==> config.mk <==
export PLATFORM = sky130hd
export DESIGN_NAME = challenge_deframer
export DESIGN_NICKNAME = d
export VERILOG_FILES = /design/src/rtl/puf_pkg.sv /design/src/rtl/rise_detect.sv /design/src/rtl/challenge_deframer.sv
export SDC_FILE = /design/constraint.sdc
export NUM_CORES = 1
export LEC_CHECK = 0
export BUFFER_PORTS_ARGS = -buffer_cell sky130_fd_sc_hd__buf_4
export CELL_PAD_IN_SITES_DETAIL_PLACEMENT = 0
export CELL_PAD_IN_SITES_GLOBAL_PLACEMENT = 1
export CORE_MARGIN = 5
export CORE_UTILIZATION = 25
export CTS_BUF_LIST = sky130_fd_sc_hd__clkbuf_4 sky130_fd_sc_hd__clkbuf_8
export DETAILED_ROUTE_END_ITERATION = 6
export GPL_TIMING_DRIVEN = 0
export HOLD_SLACK_MARGIN = 0.05
export PLACE_DENSITY = 0.54
export SLEW_MARGIN = 15
export SYNTH_ARGS = -nofsm -noshare
export SYNTH_HDL_FRONTEND = slang
export SYNTH_SLANG_ARGS = --single-unit
==> constraint.sdc <==
create_clock -name clk -period 3.7 [get_ports clk]
set_input_delay 0.74 -clock clk [delete_from_list [all_inputs] [get_ports clk]]
set_output_delay 0.74 -clock clk [all_outputs]
set_load 0.05 [all_outputs]
==> src/rtl/puf_pkg.sv <==
// Types and sizes shared by the challenge deframer, the PUF controller and the arbiter PUF.
package puf_pkg;

   localparam int CHAL_BYTES = 8;
   localparam int CHAL_W     = 8 * CHAL_BYTES;

   typedef enum logic [1:0] {
      IDLE    = 2'd0,
      COLLECT = 2'd1,
      HOLD    = 2'd2
   } deframer_state_t;

endpackage

==> src/rtl/rise_detect.sv <==
// Registered rising-edge detector. The reset value of the history bit sets whether
// a level that is already high when reset is released counts as an edge.
module rise_detect #(
   parameter logic RESET_VAL = 1'b1
) (
   input  logic clk,
   input  logic rst_n,
   input  logic d,
   output logic rise
);

   logic prev_r;

   // history of d, one cycle behind
   always_ff @(posedge clk or negedge rst_n) begin
      if (!rst_n) begin
         prev_r <= RESET_VAL;
      end else begin
         prev_r <= d;
      end
   end

   assign rise = d & ~prev_r;

endmodule

==> src/rtl/challenge_deframer.sv <==
// Packs NBYTES uart_rx bytes (MSB first) into one PUF challenge word, drops partial frames
// that stall past TIMEOUT_CYCLES, and hands finished words downstream via valid/ready.
module challenge_deframer
   import puf_pkg::*;
#(
   parameter int NBYTES         = CHAL_BYTES,
   parameter int TIMEOUT_CYCLES = 1000000
) (
   input  logic                  clk,
   input  logic                  rst_n,
   input  logic                  rx_valid,
   input  logic [7:0]            rx_byte,
   output logic [8*NBYTES-1:0]   challenge,
   output logic                  challenge_valid,
   input  logic                  challenge_ready,
   output logic                  busy,
   output logic                  timeout_err,
   output logic                  overrun_err
);

   localparam int W  = 8 * NBYTES;
   localparam int CW = $clog2(NBYTES + 1);
   localparam int TW = $clog2(TIMEOUT_CYCLES + 1);
   localparam logic [CW-1:0] LAST_CNT = CW'(NBYTES);
   localparam logic [TW-1:0] TMO_LAST = TW'(TIMEOUT_CYCLES - 1);

   deframer_state_t state_r, state_nxt_s, start_state_s;
   logic [CW-1:0]   count_r, count_nxt_s;
   logic [TW-1:0]   tmo_r, tmo_nxt_s;
   logic            strobe_s;
   logic            shift_s;
   logic            tmo_pulse_s;
   logic            ovr_pulse_s;

   rise_detect #(
      .RESET_VAL (1'b1)
   ) u_rise (
      .clk   (clk),
      .rst_n (rst_n),
      .d     (rx_valid),
      .rise  (strobe_s)
   );

   // a single-byte frame is complete on its first byte
   assign start_state_s = (LAST_CNT == CW'(1)) ? HOLD : COLLECT;

   // next-state, counter and pulse decode
   always_comb begin
      state_nxt_s = state_r;
      count_nxt_s = count_r;
      tmo_nxt_s   = tmo_r;
      shift_s     = 1'b0;
      tmo_pulse_s = 1'b0;
      ovr_pulse_s = 1'b0;
      case (state_r)
         IDLE: begin
            if (strobe_s) begin
               shift_s     = 1'b1;
               count_nxt_s = CW'(1);
               tmo_nxt_s   = '0;
               state_nxt_s = start_state_s;
            end else begin
               state_nxt_s = IDLE;
            end
         end
         COLLECT: begin
            if (strobe_s) begin
               shift_s     = 1'b1;
               count_nxt_s = count_r + CW'(1);
               tmo_nxt_s   = '0;
               if (count_r == LAST_CNT - CW'(1)) begin
                  state_nxt_s = HOLD;
               end else begin
                  state_nxt_s = COLLECT;
               end
            end else if (tmo_r == TMO_LAST) begin
               tmo_pulse_s = 1'b1;
               count_nxt_s = '0;
               tmo_nxt_s   = '0;
               state_nxt_s = IDLE;
            end else begin
               tmo_nxt_s   = tmo_r + TW'(1);
            end
         end
         HOLD: begin
            if (challenge_ready) begin
               // a byte arriving on the handshake cycle opens the next frame
               if (strobe_s) begin
                  shift_s     = 1'b1;
                  count_nxt_s = CW'(1);
                  tmo_nxt_s   = '0;
                  state_nxt_s = start_state_s;
               end else begin
                  count_nxt_s = '0;
                  state_nxt_s = IDLE;
               end
            end else if (strobe_s) begin
               ovr_pulse_s = 1'b1;
            end else begin
               state_nxt_s = HOLD;
            end
         end
         default: begin
            state_nxt_s = IDLE;
            count_nxt_s = '0;
            tmo_nxt_s   = '0;
         end
      endcase
   end

   // state, counters, shift register and registered outputs
   always_ff @(posedge clk or negedge rst_n) begin
      if (!rst_n) begin
         state_r         <= IDLE;
         count_r         <= '0;
         tmo_r           <= '0;
         challenge       <= '0;
         challenge_valid <= 1'b0;
         busy            <= 1'b0;
         timeout_err     <= 1'b0;
         overrun_err     <= 1'b0;
      end else begin
         state_r         <= state_nxt_s;
         count_r         <= count_nxt_s;
         tmo_r           <= tmo_nxt_s;
         if (shift_s) begin
            challenge    <= W'({challenge, rx_byte});
         end
         challenge_valid <= (state_nxt_s == HOLD);
         busy            <= (state_nxt_s == COLLECT);
         timeout_err     <= tmo_pulse_s;
         overrun_err     <= ovr_pulse_s;
      end
   end

endmodule

Word-level counts from Yosys, hierarchy flattened
Cells that the tools add are included.
{ "totals": {"inputBits": 12, "ff_bits": 95, "word_cells": 51} }
{ "op_classes": {"n_reduce_logical": 3, "bitwise": 2, "eq_ne": 9, "muxes": 26, "addsub": 2} }
{ "ops": {"columns": ["op", "count"], "rows": [
  ["$mux 20", 4],
  ["$pmux 20 s3", 1],
  ["$add 20x1->20 const B", 1],
  ["$eq 20x20->1 const B", 1],
  ["$mux 4", 4],
  ["$pmux 4 s3", 1],
  ["$mux 2", 5],
  ["$mux 1", 9],
  ["$pmux 2 s3", 1],
  ["$add 4x1->4 const B", 1],
  ["$eq 2x1->1 const B", 2],
  ["$eq 2x2->1 const B", 2],
  ["$eq 4x3->1 const B", 1],
  ["$ne 2x2->1 const B", 2],
  ["$ne 3x3->1 const B", 1],
  ["$reduce_and 3->1", 1],
  ["$logic_not 2->1", 1],
  ["$pmux 1 s2", 1],
  ["$reduce_or 2->1", 1],
  ["$and 1x1->1", 1],
  ["$not 1->1", 1]
]} }

Longest topological paths before layout
Gate-level depths: netlist of the first run.
{ "logic_depth": {"word_depth": 6, "mapped_depth": 8} }

Hierarchy
Synthesis of the first run repeated with hierarchy kept, for this count alone.
{ "unflattened": {"hier_cells": 314, "area_unflattened_um2": 4112.7} }
{ "by_module_without_submodules": {"columns": ["mod", "area_each_um2", "cells_per_inst", "n_inst"], "rows": [
  ["challenge_deframer", 4072.7, 312, 1],
  ["rise_detect", 40.0, 2, 1]
]} }

Least setup slack after synthesis of the first run
OpenSTA, ideal clock, no wires.
{ "synth_timing": {"path_type": "in2reg", "startpoint": "input port rx_valid", "endpoint": "register tmo_r[16]", "arrival_time_ns": 2.035, "path_stages": 7, "setup_slack_ns": 1.601, "t_required_ns": 3.636, "setup_ns": 0.064, "path_cell_list": "nor2b_1 or3_1 clkbuf_1 a31o_4 buf_6 nor4_1 a21o_1"} }
{ "synth_between": {"elab_chain_len": 4, "word_cells_on_any_way": 5, "classes_between": "mux: 4; bitwise: 1"} }
{ "synth_lines": {"columns": ["element", "line", "source"], "rows": [
  ["start: declaration", "challenge_deframer.sv:11", "input logic rx_valid,"],
  ["$and 1x1->1 *", "rise_detect.sv:23", "assign rise = d & ~prev_r;"],
  ["$mux 20 (2 in series)", null, null],
  ["$pmux 20 s3 *", "challenge_deframer.sv:55", "case (state_r)"],
  ["end signal: assignment", "challenge_deframer.sv:125", "tmo_r <= tmo_nxt_s;"],
  ["end: declaration", "challenge_deframer.sv:29", "logic [TW-1:0] tmo_r, tmo_nxt_s;"]
]} }
Every way passes the cells marked *; elsewhere a longest branch is shown, timed or not. The select of a mux whose other input is x is not followed.
A chain may end at the register's enable or synchronous reset.

Worst setup path after layout of the first run
{ "layout_timing": {"startpoint": "register tmo_r[0]", "endpoint": "register tmo_r[15]"} }
{ "layout_between": {"elab_chain_len": 4, "word_cells_on_any_way": 5, "classes_between": "add/sub: 1; eq/ne: 1; mux: 3"} }
{ "layout_lines": {"columns": ["element", "line", "source"], "rows": [
  ["$add 20x1->20 / $eq 20x20->1 (equally long branches)", "challenge_deframer.sv:82, challenge_deframer.sv:76", null],
  ["$mux 20 *", "challenge_deframer.sv:76", "end else if (tmo_r == TMO_LAST) begin"],
  ["$mux 20 *", "challenge_deframer.sv:67", "if (strobe_s) begin"],
  ["$pmux 20 s3 *", "challenge_deframer.sv:55", null]
]} }
Every way passes the cells marked *; elsewhere a longest branch is shown, timed or not.

==> results of run 1 <==
[worst min-delay path by stage]
stage | from | end | slack, ns | cells after the start
floorplan | rst_n | busy$_DFF_PN0_ | 0.44 | 0
global placement | challenge[58]$_DFFE_PN0P_ | challenge[58]$_DFFE_PN0P_ | 0.49 | 1
detailed placement | challenge[57]$_DFFE_PN0P_ | challenge[57]$_DFFE_PN0P_ | 0.50 | 1
CTS | rx_valid | u_rise.prev_r$_DFF_PN1_ | 0.45 | 1
global route | rx_valid | u_rise.prev_r$_DFF_PN1_ | 0.45 | 1
finish | rst_n | challenge[9]$_DFFE_PN0P_ | 0.44 | 1
[state kept, by name, indices dropped and copies added (netlist names)]
register         cells
busy                 1
challenge           64
challenge_valid      1
count_r              4
overrun_err          1
state_r              2
timeout_err          1
tmo_r               20
u_rise.prev_r        1
[per-stage QoR]
step / utilization / setup slack [ns]
after floorplan: - / 1.60
after global placement: 0.308 / 1.09
after detailed placement: 0.309 / 1.06
after CTS: 0.322 / 1.41
after global routing: 0.322 / 1.25
final: 0.322 / 1.40
[worst max-delay path: stages (launching register included)]
cell and delay [ns]:
sky130_fd_sc_hd__dfrtp_1 0.43, sky130_fd_sc_hd__ha_1 0.25, sky130_fd_sc_hd__and3_1 0.24, sky130_fd_sc_hd__and3_1 0.19, sky130_fd_sc_hd__buf_2 0.16, sky130_fd_sc_hd__a31oi_4 0.35, sky130_fd_sc_hd__buf_2 0.33, sky130_fd_sc_hd__nand2_1 0.08
sky130_fd_sc_hd__a31oi_1 0.18
[layout make-up]
cell class,count,share of cell area
plain buffers,15,0.0152
clock buffers,12,0.0311
clock inverters,4,0.0105
inverters,3,0.00220
multi-input cells,198,0.307
flip-flops and latches,95,0.465
well taps,216,0.0528
repair buffers,79,0.117
[power breakdown]
group	internal [mW]	switching, mW	total, mW
clock	0.358	0.382	0.740
combinational	0.617	1.29	1.91
sequential	1.34	0.254	1.59
total	2.31	1.93	4.24
[cell usage after synthesis (2+ instances only)]
master                      count
sky130_fd_sc_hd__ha_1           2
sky130_fd_sc_hd__nand2b_1       3
sky130_fd_sc_hd__xor2_1         3
sky130_fd_sc_hd__mux2_2        64
sky130_fd_sc_hd__nand2_1       20
sky130_fd_sc_hd__nand3_1       10
sky130_fd_sc_hd__nor2_1        15
sky130_fd_sc_hd__nor3_1         4
sky130_fd_sc_hd__and4_1         2
sky130_fd_sc_hd__and3_1         4
sky130_fd_sc_hd__inv_1          3
sky130_fd_sc_hd__dfrtp_1       94
sky130_fd_sc_hd__buf_2          8
sky130_fd_sc_hd__a31oi_1        7
sky130_fd_sc_hd__nor3_4         2
sky130_fd_sc_hd__or3_1          3
sky130_fd_sc_hd__o21ai_0       14
sky130_fd_sc_hd__o31ai_1        2
sky130_fd_sc_hd__o2bb2ai_1      2
sky130_fd_sc_hd__clkbuf_1       5
sky130_fd_sc_hd__xnor2_1        2
sky130_fd_sc_hd__a21o_1         4
sky130_fd_sc_hd__nand4_1        4
sky130_fd_sc_hd__a22o_1         4
sky130_fd_sc_hd__a21oi_1        8
[routing by layer]
layer / wire (µm) / vias up / GRT usage / part of all wire
li1: - / 1306 / - / -
met4: 174 / 0 / 0.0438 / 0.017
met3: 587 / 13 / 0.0309 / 0.058
met1: 4650 / 1425 / 0.142 / 0.46
met5: 0 / - / 0 / 0
met2: 4630 / 74 / 0.175 / 0.46
[logic make-up after synthesis]
family,Yosys count
flops,95
buf+inv,18
mux,65
fa+ha+maj,2
xor+xnor,5
compound gates,51
simple gates,75
==> impl.org, run 1 <==
** Clock tree
- Number of clock sinks :: 95
- The clock reaches the later pin of the worst-skew pair after 0.38 ns.
- The clock tree synthesis step divided the H-tree into 3 levels.
- Clock transition time at the flip-flop clock pins of the worst setup and hold paths :: 0.10 ns
- The longest clock path from root to sink contains 2 buffers.
- The number of gates resized after CTS was 0.
- Hold repair after CTS inserted 0 buffers.
- Number of CTS-inserted buffers :: 9
- The tree is rooted in a sky130_fd_sc_hd__clkbuf_8.
- CTS tree :: done
- After clock tree synthesis, the setup repair step added 0 buffers.

** STA
- Actual transition at the worst max-transition pin :: 0.874 ns
- Setup Viol. Count Final :: 0
- In the finished design, the share of the clock period the worst path needs comes to 0.621.
- Setup repair after global routing left no endpoint under its margin.
- The final count of pins violating max slew was 0.
- Max Clock Skew :: 0.00862 ns
- On the final layout, the worst hold slack is 0.441 ns.
- Timing would allow up to 435 MHz.
- Total negative setup slack :: 0 ns
- The number of failing hold endpoints at the final stage is 0.
- The worst path needs 2.30 ns of the cycle, external delays included.
- Headroom to the max-slew limit came out at 0.418.

** Global routing
- Tot GR Track Use :: 0.110
- First-pass GRT wire length :: 15900 µm
- The number of global-route vias before repair was 2859.
- Largest net degree at the start of global routing :: 96
- Global route total overflow :: 0
- The number of antenna violations at the first check in global routing was 0.

** Route
- DR DRC count :: 0
- Routed Antenna Nets :: 0
- After detailed routing, the average wire length per cell comes to 16.1 µm.
- For this run, the detailed router's first-pass iteration total came to 4.
- After the first detailed-routing iteration, the DRC count stood at 182.
- Number of vias after detailed routing :: 2818
- Using the TritonRoute via totals, the vias-per-cell ratio works out to 4.53.
- The routed design has 10000 µm of wire.

** Synth
- The number of nets handed over by synthesis was 325.
- Of the total synthesized cell area, the portion taken by XOR and XNOR cells is 0.0109.
- Post-synthesis mux area share :: 0.181
- Combined area of all synthesized cells :: 4040 µm²
- The synthesized design contains 0 enable-type register cells.
- Number of distinct library cells after synthesis :: 47
- Top cell type by total area after synthesis :: sky130_fd_sc_hd__dfrtp_1
- Synthesis produced 311 cells.
- The most used flip-flop cell after synthesis is sky130_fd_sc_hd__dfrtp_1.
- By area the synthesized netlist is led by sky130_fd_sc_hd__dfrtp_1, sky130_fd_sc_hd__mux2_2, sky130_fd_sc_hd__nand2_1.
- Yosys top cell area share :: 0.583
- Adder-cell share of the synthesized area :: 0.00620
- Avg Inst Size Synth :: 13.0 µm²
- For this run, the register share of the synthesized area comes to 0.589.
- Compound-cell area share of the yosys netlist :: 0.0890
- Number of warnings printed during yosys synthesis :: 0
- In this run, synthesis produced a sequential element count of 95.
- Post-synthesis simple-gate area fraction :: 0.101
- By area, the combinational part of the netlist is dominated by multiplexers.
- Counting flops with an async set or reset pin after synthesis yields a share of 1.00.

** Floorplanning
- From left edge to right edge, the die measures 137 µm.
- Pin placement for this block handled 80 I/O pins.
- The die covers 18800 µm².
- Height of the die :: 137 µm
- Initial cell density of the core :: 0.254
- Number of rows created at floorplan :: 46
- After floorplanning, the core was sized to cover 15900 µm².

** Finish
- The library cell used most frequently in the layout, excluding fill and tap cells, is sky130_fd_sc_hd__dfrtp_1.
- Number of inserted filler cells in the final layout :: 1629
- Leaving out fill and tap cells, the most frequent cells in the layout are sky130_fd_sc_hd__dfrtp_1, sky130_fd_sc_hd__buf_4, sky130_fd_sc_hd__mux2_2.
- The sequential cells in the finished layout cover a total of 2380 µm².
- Post-route non-filler standard cell count :: 622
- Antenna cells :: 0
- NumNets Final :: 415
- Share of layout cells above drive strength 1 :: 0.438
- Area occupied by multi-input gates :: 1570 µm²
- Final design area excluding fillers :: 5110 µm²
- Compared with the post-synthesis result, the final layout area differs by 26.8%.

** Critical path
- Reg2reg end :: tmo_r[15]$_DFFE_PN0P_
- The worst register-to-register path has a depth of 8.
- In this run the critical register-to-register path is launched from tmo_r[0]$_DFFE_PN0P_.
- Required time worst endpoint :: 4.00 ns
- The worst setup path is captured at a register.
- Along the worst path, the maximum fanout reaches 10.
- Tracing the worst setup path back leads to its startpoint at tmo_r[0]$_DFFE_PN0P_.
- Worst Path Arrival :: 2.60 ns
- The most critical setup path has its endpoint at tmo_r[15]$_DFFE_PN0P_.
- CP Class :: reg -> reg
- Critical Path Source Type :: register
- FF-to-FF setup slack :: 1.40 ns

** Pwr
- Worst IR drop on VDD :: 0.328 mV
- For this design the ratio of total power to cell area is 829 nW/µm².
- The analysis attributes to cell leakage a power of 2.26 nW.
- The design draws 4.24 mW.

** Job
- Max-cap violations in this run came to 0.

** Placed design
- Counting tap cells, the placed design contains a total of 606 instances.
- Routability-driven placement finished with a final weighted congestion of 0.746.
- Estimated wirelength of the detail-placed design :: 7120 µm
- Summing all placed instances gives a cell area of 4900 µm².
- Number of I/O port buffers :: 79

** Status
- The run finished with clean final reports.

** Min path
- The worst hold path belongs to the class in -> async.
(Power assumes the default switching activity.)
==> run 2, diff against run 1 <==
Settings changed: PLACE_DENSITY 0.54 to 0.56.
Clock period 3.7 ns to 2 ns, I/O delays scaled along.
==> impl.org, run 2 (synthesis results as in run 1) <==
** Status
- Outcome: finished clean (unchanged).

** Critical path
- The category of the worst setup path launch point is a register (unchanged).
- The maximum fanout along the worst path is 5 (was 10).
- The reg-to-reg critical path startpoint is tmo_r[11]$_DFFE_PN0P_ (was tmo_r[0]$_DFFE_PN0P_).
- Reg2reg end :: count_r[0]$_DFFE_PN0P_ (was tmo_r[15]$_DFFE_PN0P_)
- The worst-case register-to-register setup slack was 0.06 ns (was 1.40 ns).
- Worst Path Arrival :: 2.21 ns (was 2.60 ns)
- The origin of the worst setup path is tmo_r[11]$_DFFE_PN0P_ (was tmo_r[0]$_DFFE_PN0P_).
- The end point of the critical path is count_r[0]$_DFFE_PN0P_ (was tmo_r[15]$_DFFE_PN0P_).
- The required time of the critical path was 2.27 ns (was 4.00 ns).
- Path depth of the worst reg2reg path :: 6 (was 8)
- Crit path capture type :: register (unchanged)
- The critical path start-end classification is reg -> reg (unchanged).

** Global routing
- First-pass GRT wire length :: 15600 µm (was 15900 µm)
- Largest net degree at the start of global routing :: 96 (unchanged)
- The number of antenna violations at the first check in global routing came to 0 (unchanged).
- The number of global-route vias before repair was 2870 (was 2859).
- The overflow left after global routing is 0 (unchanged).
- Tot GR Track Use :: 0.109 (was 0.110)

** Route
- The first-iteration detailed-routing DRC count is 137 (was 182).
- The wire length per cell came to 15.8 µm (was 16.1 µm).
- The per-cell via count in the routed design came to 4.53 (about the same).
- DR DRC count :: 0 (unchanged)
- The overall via count from detail_route came to 2882 (was 2818).
- TritonRoute pass-1 iters :: 4 (unchanged)
- Post-detailed-routing wire length :: 10100 µm (was 10000 µm)
- Routed Antenna Nets :: 0 (unchanged)

** Floorplanning
- The number of rows in the core area is 46 (unchanged).
- X dimension of the die :: 137 µm (unchanged)
- Core Area :: 15900 µm² (unchanged)
- Number of primary I/O pins :: 80 (unchanged)
- The effective utilization at floorplan was 0.254 (unchanged).
- Height of the die :: 137 µm (unchanged)
- Die area :: 18800 µm² (unchanged)

** STA
- The number of failing hold endpoints at the final stage came to 0 (unchanged).
- Max-slew headroom :: 0.417 (was 0.418)
- Part of the cycle the worst path needs :: 0.968 (was 0.621)
- Max Clock Skew :: 0.0164 ns (was 0.00862 ns)
- The shortest clock period the worst path allows after layout was 1.94 ns (was 2.30 ns).
- The number of failing setup endpoints in the final timing report is 0 (unchanged).
- The final count of pins violating max slew is 0 (unchanged).
- Setup repair after global routing missed its margin :: yes (was no)
- Actual transition at the worst max-transition pin :: 0.874 ns (about the same)
- Timing-limited maximum frequency :: 516 MHz (was 435 MHz)
- Post-route setup slack :: 0.0632 ns (was 1.40 ns)

** Clock tree
- Number of CTS-inserted buffers :: 9 (unchanged)
- The clock tree from TritonCTS is done (unchanged).
- The depth of the CTS H-tree came to 3 (unchanged).
- The deepest clock path buffer count came to 2 (unchanged).
- The clock latency at the later pin of the worst-skew pair came to 0.38 ns (about the same).
- Root Driver :: sky130_fd_sc_hd__clkbuf_8 (unchanged)
- Clock transition time at the flip-flop clock pins of the worst setup and hold paths :: 0.10 ns (about the same)
- The number of clock sinks is 95 (unchanged).

** Finish
- Most flops, register :: challenge (unchanged)
- Leading cell type in the layout, fill and taps excluded :: sky130_fd_sc_hd__dfrtp_1 (unchanged)
- NumNets Final :: 429 (was 415)
- Most frequent cells in the layout :: sky130_fd_sc_hd__dfrtp_1, sky130_fd_sc_hd__buf_4, sky130_fd_sc_hd__mux2_2 (unchanged)
- Registers with the most flip-flops :: challenge x64, tmo_r x20, count_r x4 (unchanged)
- The count of filler cells inserted in the layout came to 1642 (was 1629).
- The fraction of layout instances using a drive strength above 1 was 0.483 (was 0.438).
- Post-route non-filler standard cell count :: 636 (was 622)
- The synthesis-to-finish area growth is 31.7% (was 26.8%).
- The final instance area was 5320 µm² (was 5110 µm²).
- Max reg flops :: 64 (unchanged)
- Antenna cells :: 0 (unchanged)
- The core utilization of the finished layout came to 0.335 (was 0.322).

** Placed design
- The number of input and output port buffers inserted came to 79 (unchanged).
- Placed cells :: 606 (unchanged)
- RD Place Congestion :: 0.747 (was 0.746)
- Placed Area :: 4900 µm² (unchanged)
- The placed wire-length estimate after detailed placement was 6940 µm (was 7120 µm).
- DP Worst Slack :: -0.248 ns (was 1.06 ns)

** Pwr
- The sum of internal, switching and leakage power was 7.80 mW (was 4.24 mW).
- Power density relative to cell area :: 1470 nW/µm² (was 829 nW/µm²)
- The worst voltage drop across the vdd grid was 0.754 mV (was 0.328 mV).
- The leakage power summed over all cells is 2.35 nW (was 2.26 nW).

** Min path
- The class of the most critical hold timing path was in -> async (unchanged).

** Job
- The number of max-capacitance violations reported was 0 (unchanged).
run 2: cell types whose count changed in the layout (fill, tap and decap cells not counted), moves of 2 or more:
cell and change:
sky130_fd_sc_hd__buf_2 -5, sky130_fd_sc_hd__buf_4 +14, sky130_fd_sc_hd__clkbuf_1 -2, sky130_fd_sc_hd__buf_6 +2, sky130_fd_sc_hd__clkbuf_4 +3
run 2: critical path: stages, from the launching register on:
cell and delay (ns):
sky130_fd_sc_hd__dfrtp_1 0.43, sky130_fd_sc_hd__or4b_4 0.54, sky130_fd_sc_hd__nor3_4 0.17, sky130_fd_sc_hd__a31o_4 0.22, sky130_fd_sc_hd__buf_8 0.13, sky130_fd_sc_hd__o21ai_2 0.05, sky130_fd_sc_hd__a221o_1 0.29
run 2: repair_timing:
| action | CTS | global route |
|---|---|---|
| pin swaps | 3 | 5 |
| buffers inserted | 8 | 7 |
| gates resized for setup | 7 | 15 |
| hold buffers | 0 | 0 |
| endpoints found under the setup margin | 70 | 27 |
| cloned | 0 | 1 |
run 2: area by class of cell:
class                      instances  area [µm²]  share of cell area
timing repair buffer              95         742               0.140
multi-input combinational        198        1630               0.307
sequential                        95        2380               0.448
clock buffer                      12         159              0.0299
tap                              216         270              0.0508
buffer                            13        90.1              0.0169
clock inverter                     4        30.0             0.00565
inverter                           3        11.3             0.00212
run 2: worst min path at each step:
| stage | from | endpoint | slack [ns] |
|---|---|---|---|
| global placement | challenge[59]$_DFFE_PN0P_ | challenge[59]$_DFFE_PN0P_ | 0.49 |
| CTS | rx_valid | u_rise.prev_r$_DFF_PN1_ | 0.11 |
| finish | rst_n | challenge[4]$_DFFE_PN0P_ | 0.09 |
| detailed placement | challenge[58]$_DFFE_PN0P_ | challenge[58]$_DFFE_PN0P_ | 0.50 |
| global route | rx_valid | u_rise.prev_r$_DFF_PN1_ | 0.11 |
| floorplan | rst_n | busy$_DFF_PN0_ | 0.10 |
run 2: where the power goes:
| part | leakage, nW | switching [mW] | internal [mW] |
|---|---|---|---|
| Clock | 0.0964 | 0.702 | 0.539 |
| Sequential | 1.18 | 0.455 | 2.48 |
| Combinational | 1.07 | 2.42 | 1.20 |
run 2: through the flow:
| stage | TNS (ns) | hold WS [ns] |
|---|---|---|
| final | 0 | 0.0855 |
| after global routing | -0.134 | 0.109 |
| after CTS | -0.00683 | 0.105 |
| after detailed placement | -7.04 | 0.497 |
| after global placement | -5.85 | 0.493 |
| after floorplan | 0 | 0.104 |
run 2: metal layers:
| layer | vias up | part of all wire | global-route usage |
|---|---|---|---|
| met4 | 0 | 0.018 | 0.0449 |
| met5 | - | 0 | 0 |
| met3 | 14 | 0.056 | 0.0268 |
| met2 | 69 | 0.46 | 0.168 |
| met1 | 1465 | 0.47 | 0.145 |
| li1 | 1334 | - | - |
